## config.mk

```make
export PLATFORM = sky130hd
export DESIGN_NAME = action_encoder
export DESIGN_NICKNAME = d
export VERILOG_FILES = /design/src/rtl/action_encoder.sv
export SDC_FILE = /design/constraint.sdc
export NUM_CORES = 1
export LEC_CHECK = 0
export CAP_MARGIN = 20
export CORE_ASPECT_RATIO = 0.5
export CORE_MARGIN = 3
export CORE_UTILIZATION = 63
export CTS_CLUSTER_SIZE = 10
export DETAILED_ROUTE_END_ITERATION = 8
export PLACE_DENSITY = 0.92
export SYNTH_ARGS = -nofsm -noshare
export SYNTH_HDL_FRONTEND = slang
export SYNTH_SLANG_ARGS = --single-unit
```

## constraint.sdc

```tcl
create_clock -name clk -period 1.8 [get_ports clk]
set_input_delay 0.36 -clock clk [delete_from_list [all_inputs] [get_ports clk]]
set_output_delay 0.36 -clock clk [all_outputs]
set_load 0.1 [all_outputs]
```

## src/rtl/action_encoder.sv

```systemverilog
// Button front end for the fighting game core: synchronises and debounces raw buttons,
// latches presses until the next game tick and issues one action code per player per tick.
module action_encoder #(
  parameter int DEBOUNCE_CYCLES = 4,
  parameter int TICK_DIV        = 4
) (
  input  logic       clk,
  input  logic       reset,
  input  logic [5:0] btn1,
  input  logic [5:0] btn2,
  input  logic       btn_pause,
  output logic [2:0] action1,
  output logic [2:0] action2,
  output logic       control,
  output logic       tick
);

  localparam int NB     = 13;
  localparam int CNT_W  = $clog2(DEBOUNCE_CYCLES + 1);
  localparam int TCNT_W = $clog2(TICK_DIV);
  localparam logic [2:0]        NOP        = 3'b110;
  localparam logic [CNT_W-1:0]  CNT_LAST   = CNT_W'(DEBOUNCE_CYCLES - 1);
  localparam logic [TCNT_W-1:0] TCNT_LAST  = TCNT_W'(TICK_DIV - 1);

  // Lowest set bit wins, so kick beats everything and right loses to everything.
  function automatic logic [2:0] first_set(input logic [5:0] p);
    logic [2:0] idx;
    idx = NOP;
    for (int i = 5; i >= 0; i--) begin
      if (p[i]) idx = 3'(i);
    end
    return idx;
  endfunction

  logic [NB-1:0]     raw;
  logic [NB-1:0]     sync_p0;
  logic [NB-1:0]     sync_p1;
  logic [NB-1:0]     stable_p2;
  logic [NB-1:0]     flip;
  logic [NB-1:0]     rise;
  logic [CNT_W-1:0]  db_cnt [NB];
  logic [TCNT_W-1:0] tick_cnt;
  logic              tick_edge;
  logic [5:0]        pend1;
  logic [5:0]        pend2;

  assign raw = {btn_pause, btn2, btn1};

  // A bit flips on the edge its counter would reach DEBOUNCE_CYCLES.
  always_comb begin
    flip = '0;
    for (int b = 0; b < NB; b++) begin
      flip[b] = (sync_p1[b] != stable_p2[b]) && (db_cnt[b] == CNT_LAST);
    end
  end

  assign rise      = flip & sync_p1;
  assign tick_edge = (tick_cnt == TCNT_LAST);

  // Stage p0/p1: two-flop synchroniser; stage p2: debounced stable level
  always_ff @(posedge clk or negedge reset) begin
    if (!reset) begin
      sync_p0   <= '0;
      sync_p1   <= '0;
      stable_p2 <= '0;
      for (int b = 0; b < NB; b++) db_cnt[b] <= '0;
    end else begin
      sync_p0   <= raw;
      sync_p1   <= sync_p0;
      stable_p2 <= stable_p2 ^ flip;
      for (int b = 0; b < NB; b++) begin
        if ((sync_p1[b] == stable_p2[b]) || flip[b]) db_cnt[b] <= '0;
        else                                         db_cnt[b] <= db_cnt[b] + CNT_W'(1);
      end
    end
  end

  // Tick stage: pending presses arbitrated into registered action codes
  always_ff @(posedge clk or negedge reset) begin
    if (!reset) begin
      tick_cnt <= '0;
      pend1    <= '0;
      pend2    <= '0;
      action1  <= NOP;
      action2  <= NOP;
      control  <= 1'b1;
      tick     <= 1'b0;
    end else begin
      tick_cnt <= tick_edge ? '0 : tick_cnt + TCNT_W'(1);
      tick     <= tick_edge;
      // A press landing on the tick edge survives as the only pending bit.
      pend1    <= control ? ((tick_edge ? 6'd0 : pend1) | rise[5:0])  : 6'd0;
      pend2    <= control ? ((tick_edge ? 6'd0 : pend2) | rise[11:6]) : 6'd0;
      if (tick_edge) begin
        action1 <= control ? first_set(pend1) : NOP;
        action2 <= control ? first_set(pend2) : NOP;
      end
      control  <= control ^ rise[12];
    end
  end

endmodule

```

; ---- Yosys cells after proc, flatten, opt, wreduce, memory -nomap -nowiden
; Cells that the tools add are included.
[totals]
register_bits = 100
out_inout_bits = 8
elab_cells = 140
[op_classes]
n_addsub = 14
eq_ne = 40
n_mux = 32
bitwise = 5
reduce_logical = 26
[op_table]
columns = op, n
row1 = 3-bit two-way mux, 25
row2 = "3-bit by 1-bit adder with 3-bit output, second input constant", 13
row3 = "3-bit by 2-bit == test with 1-bit output, second input constant", 13
row4 = 6-bit two-way mux, 4
row5 = 13-bit AND, 1
row6 = 1-bit == test, 13
row7 = 1-bit logical AND, 13
row8 = 1-bit logical OR, 13
row9 = 1-bit != test, 13
row10 = 13-bit XOR, 1
row11 = 6-bit bitwise OR, 2
row12 = 2-bit two-way mux, 3
row13 = "2-bit by 1-bit adder with 2-bit output, second input constant", 1
row14 = "2-bit == test, second input constant", 1
row15 = 1-bit XOR, 1

; ---- Logic depth before layout (Yosys ltp)
; Gate-level depths: netlist of the first run.
[depth]
ltp_word = 7
depth_mapped = 5

; ---- Worst setup path before layout of the first run
; Ideal clock, no wire load.
[synth_timing]
kind = flip-flop to flip-flop
startpoint = register control
endpoint = register action1[2]
t_arrival_ps = 1348
setup_slack_ps = 372
stages_incl_launch_ff = 4
path_buffers = 1
path_cell_list = dfstp_2 > buf_2 > nand2_1 > o22a_1
[synth_between]
elab_chain_len = 1
[synth_rtl]
columns = element, line
row1 = "start, declared", 14  ; output logic control,
row2 = "start signal, assigned", 98  ; control <= control ^ rise[12];
row3 = 3-bit two-way mux, 95  ; action1 <= control ? first_set(pend1) : NOP;
row4 = "end signal, assigned", 95
row5 = "end, declared", 12  ; output logic [2:0] action1,
; No other way between the ends.
; A chain may end at the register's enable or synchronous reset.

; ---- Worst setup path in the final report of the first run
[layout_timing]
startpoint = register control
endpoint = output control
; No word-level cell between the ends.

==> results of run 1 <==
## how the worst max path moves through the flow
stage	start	endpoint	slack, ns	cells after the start
4_1_cts	control$_DFF_PN1_	control	0.19	1
3_3_place_gp	control$_DFF_PN1_	control	0.59	1
6_report	control$_DFF_PN1_	control	0.20	1
2_1_floorplan	control$_DFF_PN1_	action1[2]$_DFFE_PN1P_	0.37	3
3_5_place_dp	db_cnt[15]$_DFF_PN0_	pend2[1]$_DFF_PN0_	0.56	5
5_1_grt	control$_DFF_PN1_	control	0.16	1
## cells in the final DEF (no fill, tap or decap)
cell type	n
dfrtp_1	95
inv_1	51
nor2_1	45
ha_1	27
nand2_1	14
xor2_1	14
nand2b_1	13
o21ai_0	13
clkdlybuf4s50_1	13
o22ai_1	12
and2_1	12
buf_12	10
clkbuf_16	9
dfstp_2	5
buf_4	4
clkbuf_8	3
o311ai_0	2
a31oi_1	2
a21oi_1	2
nand4_1	2
nor2b_1	2
a41oi_1	2
o21ai_1	2
nor4_1	2
o22a_1	2
inv_6	2
clkinv_2	1
bufinv_16	1
dlygate4sd3_1	1
## Yosys cell counts
| cell type | count | area share |
|---|---|---|
| dfrtp_1 | 95 | 0.62 |
| inv_1 | 51 | 0.050 |
| nor2_1 | 45 | 0.044 |
| ha_1 | 27 | 0.088 |
| nand2_1 | 14 | 0.014 |
| xor2_1 | 14 | 0.032 |
| nand2b_1 | 13 | 0.021 |
| o21ai_0 | 13 | 0.017 |
| and2_1 | 12 | 0.020 |
| o22ai_1 | 12 | 0.020 |
| dfstp_2 | 5 | 0.034 |
| a21oi_1 | 2 | 0.0026 |
| a31oi_1 | 2 | 0.0033 |
| a41oi_1 | 2 | 0.0046 |
| buf_6 | 2 | 0.0059 |
| nand4_1 | 2 | 0.0033 |
| nor2b_1 | 2 | 0.0033 |
| nor4_1 | 2 | 0.0033 |
| o21ai_1 | 2 | 0.0026 |
| o22a_1 | 2 | 0.0046 |
| o311ai_0 | 2 | 0.0046 |
| buf_2 | 1 | 0.0013 |
| clkbuf_1 | 1 | 0.00097 |
| clkbuf_8 | 1 | 0.0036 |
## routing by layer
metal	up-vias	share of wire	wire (µm)	track usage
met5	-	0	0	0
met4	0	0.042	321	0.134
met3	28	0.054	411	0.103
met2	83	0.54	4080	0.448
met1	1251	0.37	2790	0.265
li1	1099	-	-	-
## cells by family (layout without fill, tap and decap cells)
group | Yosys count | after routing | share of synthesized area
AO/OA/AOI/OAI | 37 | 37 | 0.0586
XOR/XNOR | 14 | 14 | 0.0319
adder cells (fa/ha/maj) | 27 | 27 | 0.0878
buffers and inverters | 56 | 95 | 0.0615
flip-flops | 100 | 100 | 0.652
AND/OR/NAND/NOR | 90 | 90 | 0.108
## per-stage QoR
stage / utilization / instance area [µm²]
after floorplan: - / 3850
after global placement: 0.749 / 4250
after detailed placement: 0.749 / 4250
after CTS: 0.806 / 4580
after global routing: 0.806 / 4580
final: 0.806 / 4580
## area by class of cell
cell class / instances / area, µm²
repair buffers: 28 / 370
well taps: 73 / 91.3
clock inverters: 4 / 52.6
clock buffers: 12 / 267
flip-flops and latches: 100 / 2510
inverters: 51 / 191
multi-input cells: 168 / 1100
fillers: 263 / 1100
## power by group
part           leakage [nW]  internal (W)  switching, W
combinational         0.815      0.000664       0.00103
sequential             1.27       0.00278      0.000389
clock                 0.160       0.00120      0.000819
total                  2.24       0.00464       0.00224
==> run summary, run 1 <==
At the end of routability-driven placement, the weighted congestion stood at 0.801. The area of the die is 7140 µm². The worst slew margin relative to its limit came out at 0.678. STA puts the critical path data arrival time at 1.24 ns. The maximum resistive drop on vdd is 0.00101 V. The number of distinct library cell variants in the gate-level netlist after synthesis is 24. The worst setup path is of the register to output pin kind. The number of standard-cell rows in the floorplan is 19. The total congestion overflow after global routing came out at 0. The number of standard cells in the layout, taps in and fillers out came out at 436. When the netlist entered floorplanning its net count stood at 366.

The average footprint of a synthesized cell came out at 11.9 µm². Setup violations remaining at the end of the flow were counted as 0. In the finished design, the share of the clock period the worst path needs comes to 0.890.

The final antenna-violating net count came out at 0. The number of clock sinks seen by CTS is 100. The root buffer selected by CTS is clkbuf_16. The number of instances in the synthesized netlist came out at 324. The number of gates given a new drive strength after cts is 0. The clock period could shrink to 1.60 ns.

Across all setup checks in the final design, the least slack found is 0.198 ns. The later pin in the worst-skew pair is clocked with a latency of 0.35 ns. The average routed wire per standard cell is 17.5 µm. The pin slew with the least headroom to its limit is 0.478 ns.

The final hold violation count is 0. The layout cell share with drive strength beyond 1 is 0.0964. The via count of the first global-routing pass is 2,575. The data required time of the critical path is 1.44 ns.

The count of antenna diodes in the layout came out at 0. The maximum cell stage delay along the critical path is 0.68 ns. The summed negative setup slack over all endpoints came out at 0 ns.

The worst hold path terminates at sync_p1[10]$_DFF_PN0_. Setup repair after global routing left no endpoint under its margin. Once placement completed, the tool counted placed cells totaling 419. The total global routing track utilization came out at 0.252. Entering global routing, the biggest net connects 37 pins. The largest driver fanout on the critical path came out at 12. The source of the worst register-to-register timing path is tick_cnt[0]$_DFF_PN0_.

The initial core utilization came out at 0.677. The max-slew violation count came out at 0. The slowest library cell on the worst path is dfstp_2. The origin of the worst min-delay path is sync_p0[10]$_DFF_PN0_. The number of buffers between clock root and the deepest sink is 2.

The minimum setup slack after placement came out at 0.556 ns. TritonCTS built the clock tree. The hold-fix buffer count after cts is 1.

The core outline area is 5680 µm². The vertical extent of the die came out at 61.3 µm. The leakage dissipation came out at 2.24 nW.

The detailed-route via count is 2,461. The power density over the cells is 1500 nW/µm². For this run, design rule violations remaining after detail routing come to 0. The cell area after synthesis is 3850 µm². The final setup skew came out at 0.0113 ns.

The synthesis warning total is 0. The achievable clock frequency came out at 624 MHz. The cell depth of the worst min-delay path is 0.

The worst setup path is launched from a register. The area growth from synthesis to layout is 19.1%. The number of DRC markers after the initial detailed-route iteration is 234. In the final design database the tool counted 400 nets. The overall power is 0.00688 W.

The TritonCTS buffer count came out at 9. The max capacitance violation total came out at 0. The per-cell via count in the routed design came out at 5.64. Traced cell by cell, the critical path runs through buf_12. The total iterations of the first detailed-routing run came out at 4. The path class of the tightest hold or removal check is register to register. The final-layout worst hold slack came out at 0.349 ns. The run finished with clean final reports. The share of the Yosys chip area taken by registers is 0.652. The number of buffers added on ports came out at 22. Synthesis inferred 100 register bits. Buffers added to address setup during post-CTS repair amount to 0.

The clock transition at the registers of the reported paths is 0.07 ns. Summed over all layers, the routed wires come to 7610 µm. In this run the critical register-to-register path is captured at action2[0]$_DFFE_PN0P_.

The number of top-level pins is 23. The width of the chip is 117 µm. The H-tree level count is 3. Broken down by cell family, the worst path's largest delay share belongs to flip-flops. Summed over all nets, the half-perimeter wirelength after detailed placement is 4590 µm. Counting both buffers and inverters, the worst setup path holds a total of 1.

The kind of end point of the critical path is an output pin. The number of antenna violations at the first check in global routing is 0. Counting cells, the worst reg-to-reg path comes to 5. The slack of the worst reg-to-reg path is 0.41 ns.

The wire length of the first global-routing pass came out at 12,800 µm.
Power figures use the tool's default switching activity.
==> run 2, diff against run 1 <==
Settings changed: CELL_PAD_IN_SITES_DETAIL_PLACEMENT from default to 1, CELL_PAD_IN_SITES_GLOBAL_PLACEMENT from default to 2, CORE_UTILIZATION 63 to 43, PLACE_DENSITY 0.92 to 0.91.
==> run summary, run 2 (same netlist as run 1, synthesis figures left out) <==
Result of the run: completed (unchanged). The average routed wire per standard cell came out at 15.1 µm (was 17.5 µm). Highest-count cells in the layout ignoring fill and taps: dfrtp_1 (95), inv_1 (51), nor2_1 (45) (unchanged).

The fraction of met2 tracks used by global routing came out at 0.313 (was 0.448). The final layout net count is 399 (was 400). The via count of the first global-routing pass is 2,716 (was 2,575). The number of standard-cell rows in the floorplan is 23 (was 19).

The summed negative setup slack over all endpoints came out at 0 ns (unchanged). The number of DRC markers after the initial detailed-route iteration is 113 (was 234). The final-layout worst hold slack is 0.348 ns (was 0.349 ns). The total iterations of the first detailed-routing run came out at 4 (unchanged). The per-cell via count in the routed design came out at 4.84 (was 5.64). The count of antenna diodes in the layout came out at 0 (unchanged). The global routing met3 resource utilization came out at 0.0458 (was 0.103). The final clock period utilization by the worst path is 0.874 (was 0.890). The final core utilization was 0.551 (was 0.806).

The data required time of the critical path came to 1.44 ns (about the same). The number of buffers added on ports came out at 22 (unchanged). The data arrival at the endpoint of the critical path is 1.21 ns (was 1.24 ns). The max-slew violation count came out at 0 (unchanged). The most congested layer reported by global routing was met2 (unchanged). The number of instances in the placed design is 457 (was 419). The commonest non-fill, non-tap cell in the layout is dfrtp_1 (unchanged). The number of top-level pins came out at 23 (unchanged). The detailed-route DRC error count came out at 0 (unchanged).

The number of antenna violations at the first check in global routing came out at 0 (unchanged). The total congestion overflow after global routing came out at 0 (unchanged). The initial core utilization came out at 0.461 (was 0.677). The overall power came out at 0.00669 W (was 0.00688 W).

The number of clock sinks seen by CTS came to 100 (unchanged). The post-CTS setup buffer count was 0 (unchanged). The slowest library cell on the worst path is dfstp_2 (unchanged). The kind of start point of the critical path is a register (unchanged). The total global routing track utilization is 0.160 (was 0.252).

The core outline area came to 8350 µm² (was 5680 µm²). The clock period minus final worst setup slack came out at 1.57 ns (was 1.60 ns). The number of standard cells in the layout, taps in and fillers out is 474 (was 436).

The vertical extent of the die came out at 72.9 µm (was 61.3 µm). The worst slew margin relative to its limit came out at 0.764 (was 0.678). The achievable clock frequency came to 636 MHz (was 624 MHz).

The class of the tightest hold or removal check was register to register (unchanged). The TritonCTS clock tree was yes (unchanged). The leakage dissipation came out at 2.22 nW (was 2.24 nW). The width of the chip is 140 µm (was 117 µm). The power density over the cells came to 1450 nW/µm² (was 1500 nW/µm²). The layout cell share with drive strength beyond 1 is 0.0829 (was 0.0964). The maximum resistive drop on vdd was 0.000579 V (was 0.00101 V). The insertion delay to the later sink of the worst-skew pair came out at 0.34 ns (was 0.35 ns). The number of gates given a new drive strength after cts is 0 (unchanged). The final hold violation count came out at 0 (unchanged). Unrepaired setup endpoints after global routing: false (unchanged). The pin slew with the least headroom to its limit came out at 0.351 ns (was 0.478 ns). The final setup skew came to 0.00338 ns (was 0.0113 ns). The total routed wirelength is 7160 µm (was 7610 µm). The clock transition at the registers of the reported paths came out at 0.06 ns (was 0.07 ns).

The maximum cell stage delay along the critical path came out at 0.66 ns (was 0.68 ns). The H-tree level count came out at 3 (unchanged). Ordered cell list for the critical path: buf_12 (unchanged). The wire length of the first global-routing pass came to 12,600 µm (was 12,800 µm). The type of the setup path with the least slack is register to output pin (unchanged). The estimated wirelength of the detail-placed design is 5000 µm (was 4590 µm). The cell class contributing the biggest share of worst-path delay was flip-flops (unchanged). The number of buffers between clock root and the deepest sink came out at 2 (unchanged). The met1 track demand over resource in global routing came out at 0.168 (was 0.265). The area added between synthesis and finish came out at 19.6% (was 19.1%). The largest net degree at the start of global routing is 48 (was 37). The kind of end point of the critical path is an output pin (unchanged). The final setup violation count came out at 0 (unchanged). The max capacitance violation total is 0 (unchanged). The root buffer selected by CTS is clkbuf_16 (unchanged).

The detailed-route via count is 2,295 (was 2,461). The last weighted congestion value of the routability-driven placer came out at 0.736 (was 0.801). The TritonCTS buffer count is 9 (unchanged).

The count of buffer and inverter cells on the critical path came out at 1 (unchanged). The largest driver fanout on the critical path came out at 11 (was 12). The final antenna-violating net count is 0 (unchanged). The area of the die is 10,200 µm² (was 7140 µm²).
==> run 2: cell types whose count changed in the layout (fill, tap and decap cells not counted), sizes merged <==
cell | before | now
clkbuf | 12 | 15
clkinv | 1 | 0
inv | 53 | 51
buf | 14 | 13
==> run 2: through the flow <==
step	setup slack [ns]	cell area (µm²)
final	0.227	4600
after global routing	0.171	4600
after CTS	0.202	4600
after detailed placement	0.363	4290
after global placement	0.593	4290
after floorplan	0.372	3850
==> run 2: report_power, final <==
group	switching, W	leakage [nW]	total, W	internal [W]
Clock	0.000763	0.144	0.00192	0.00116
Sequential	0.000356	1.27	0.00314	0.00278
Combinational	0.000972	0.809	0.00163	0.000662
Total	0.00209	2.22	0.00669	0.00460
==> run 2: timing repair <==
action	in CTS	in global routing
endpoints found under the setup margin	0	0
hold endpoints to repair	15	0
hold buffers	1	0
==> run 2: worst paths after layout <==
kind	start	end	slack, ns	cells past startpoint
setup / recovery	control$_DFF_PN1_	control	0.23	1
hold / removal	sync_p0[1]$_DFF_PN0_	sync_p1[1]$_DFF_PN0_	0.35	0
setup reg to reg	tick_cnt[0]$_DFF_PN0_	action1[0]$_DFFE_PN0P_	0.35	5
hold reg to reg	sync_p0[1]$_DFF_PN0_	sync_p1[1]$_DFF_PN0_	0.35	0
max in group asynchronous	reset	action1[1]$_DFFE_PN1P_	0.75	3
min in group asynchronous	reset	db_cnt[20]$_DFF_PN0_	0.45	2
==> run 2: layout make-up <==
type | instances | area (µm²)
Clock buffer | 15 | 268
Multi-Input combinational cell | 168 | 1100
Tap cell | 112 | 140
Clock inverter | 1 | 30.0
Fill cell | 879 | 3740
Sequential cell | 100 | 2510
Timing Repair Buffer | 27 | 363
Inverter | 51 | 191
==> run 2: metal layers <==
metal / vias to the layer above / wire (µm)
met5: - / 0
met4: 0 / 104
met3: 9 / 185
met2: 22 / 4020
met1: 1173 / 2860
li1: 1091 / -
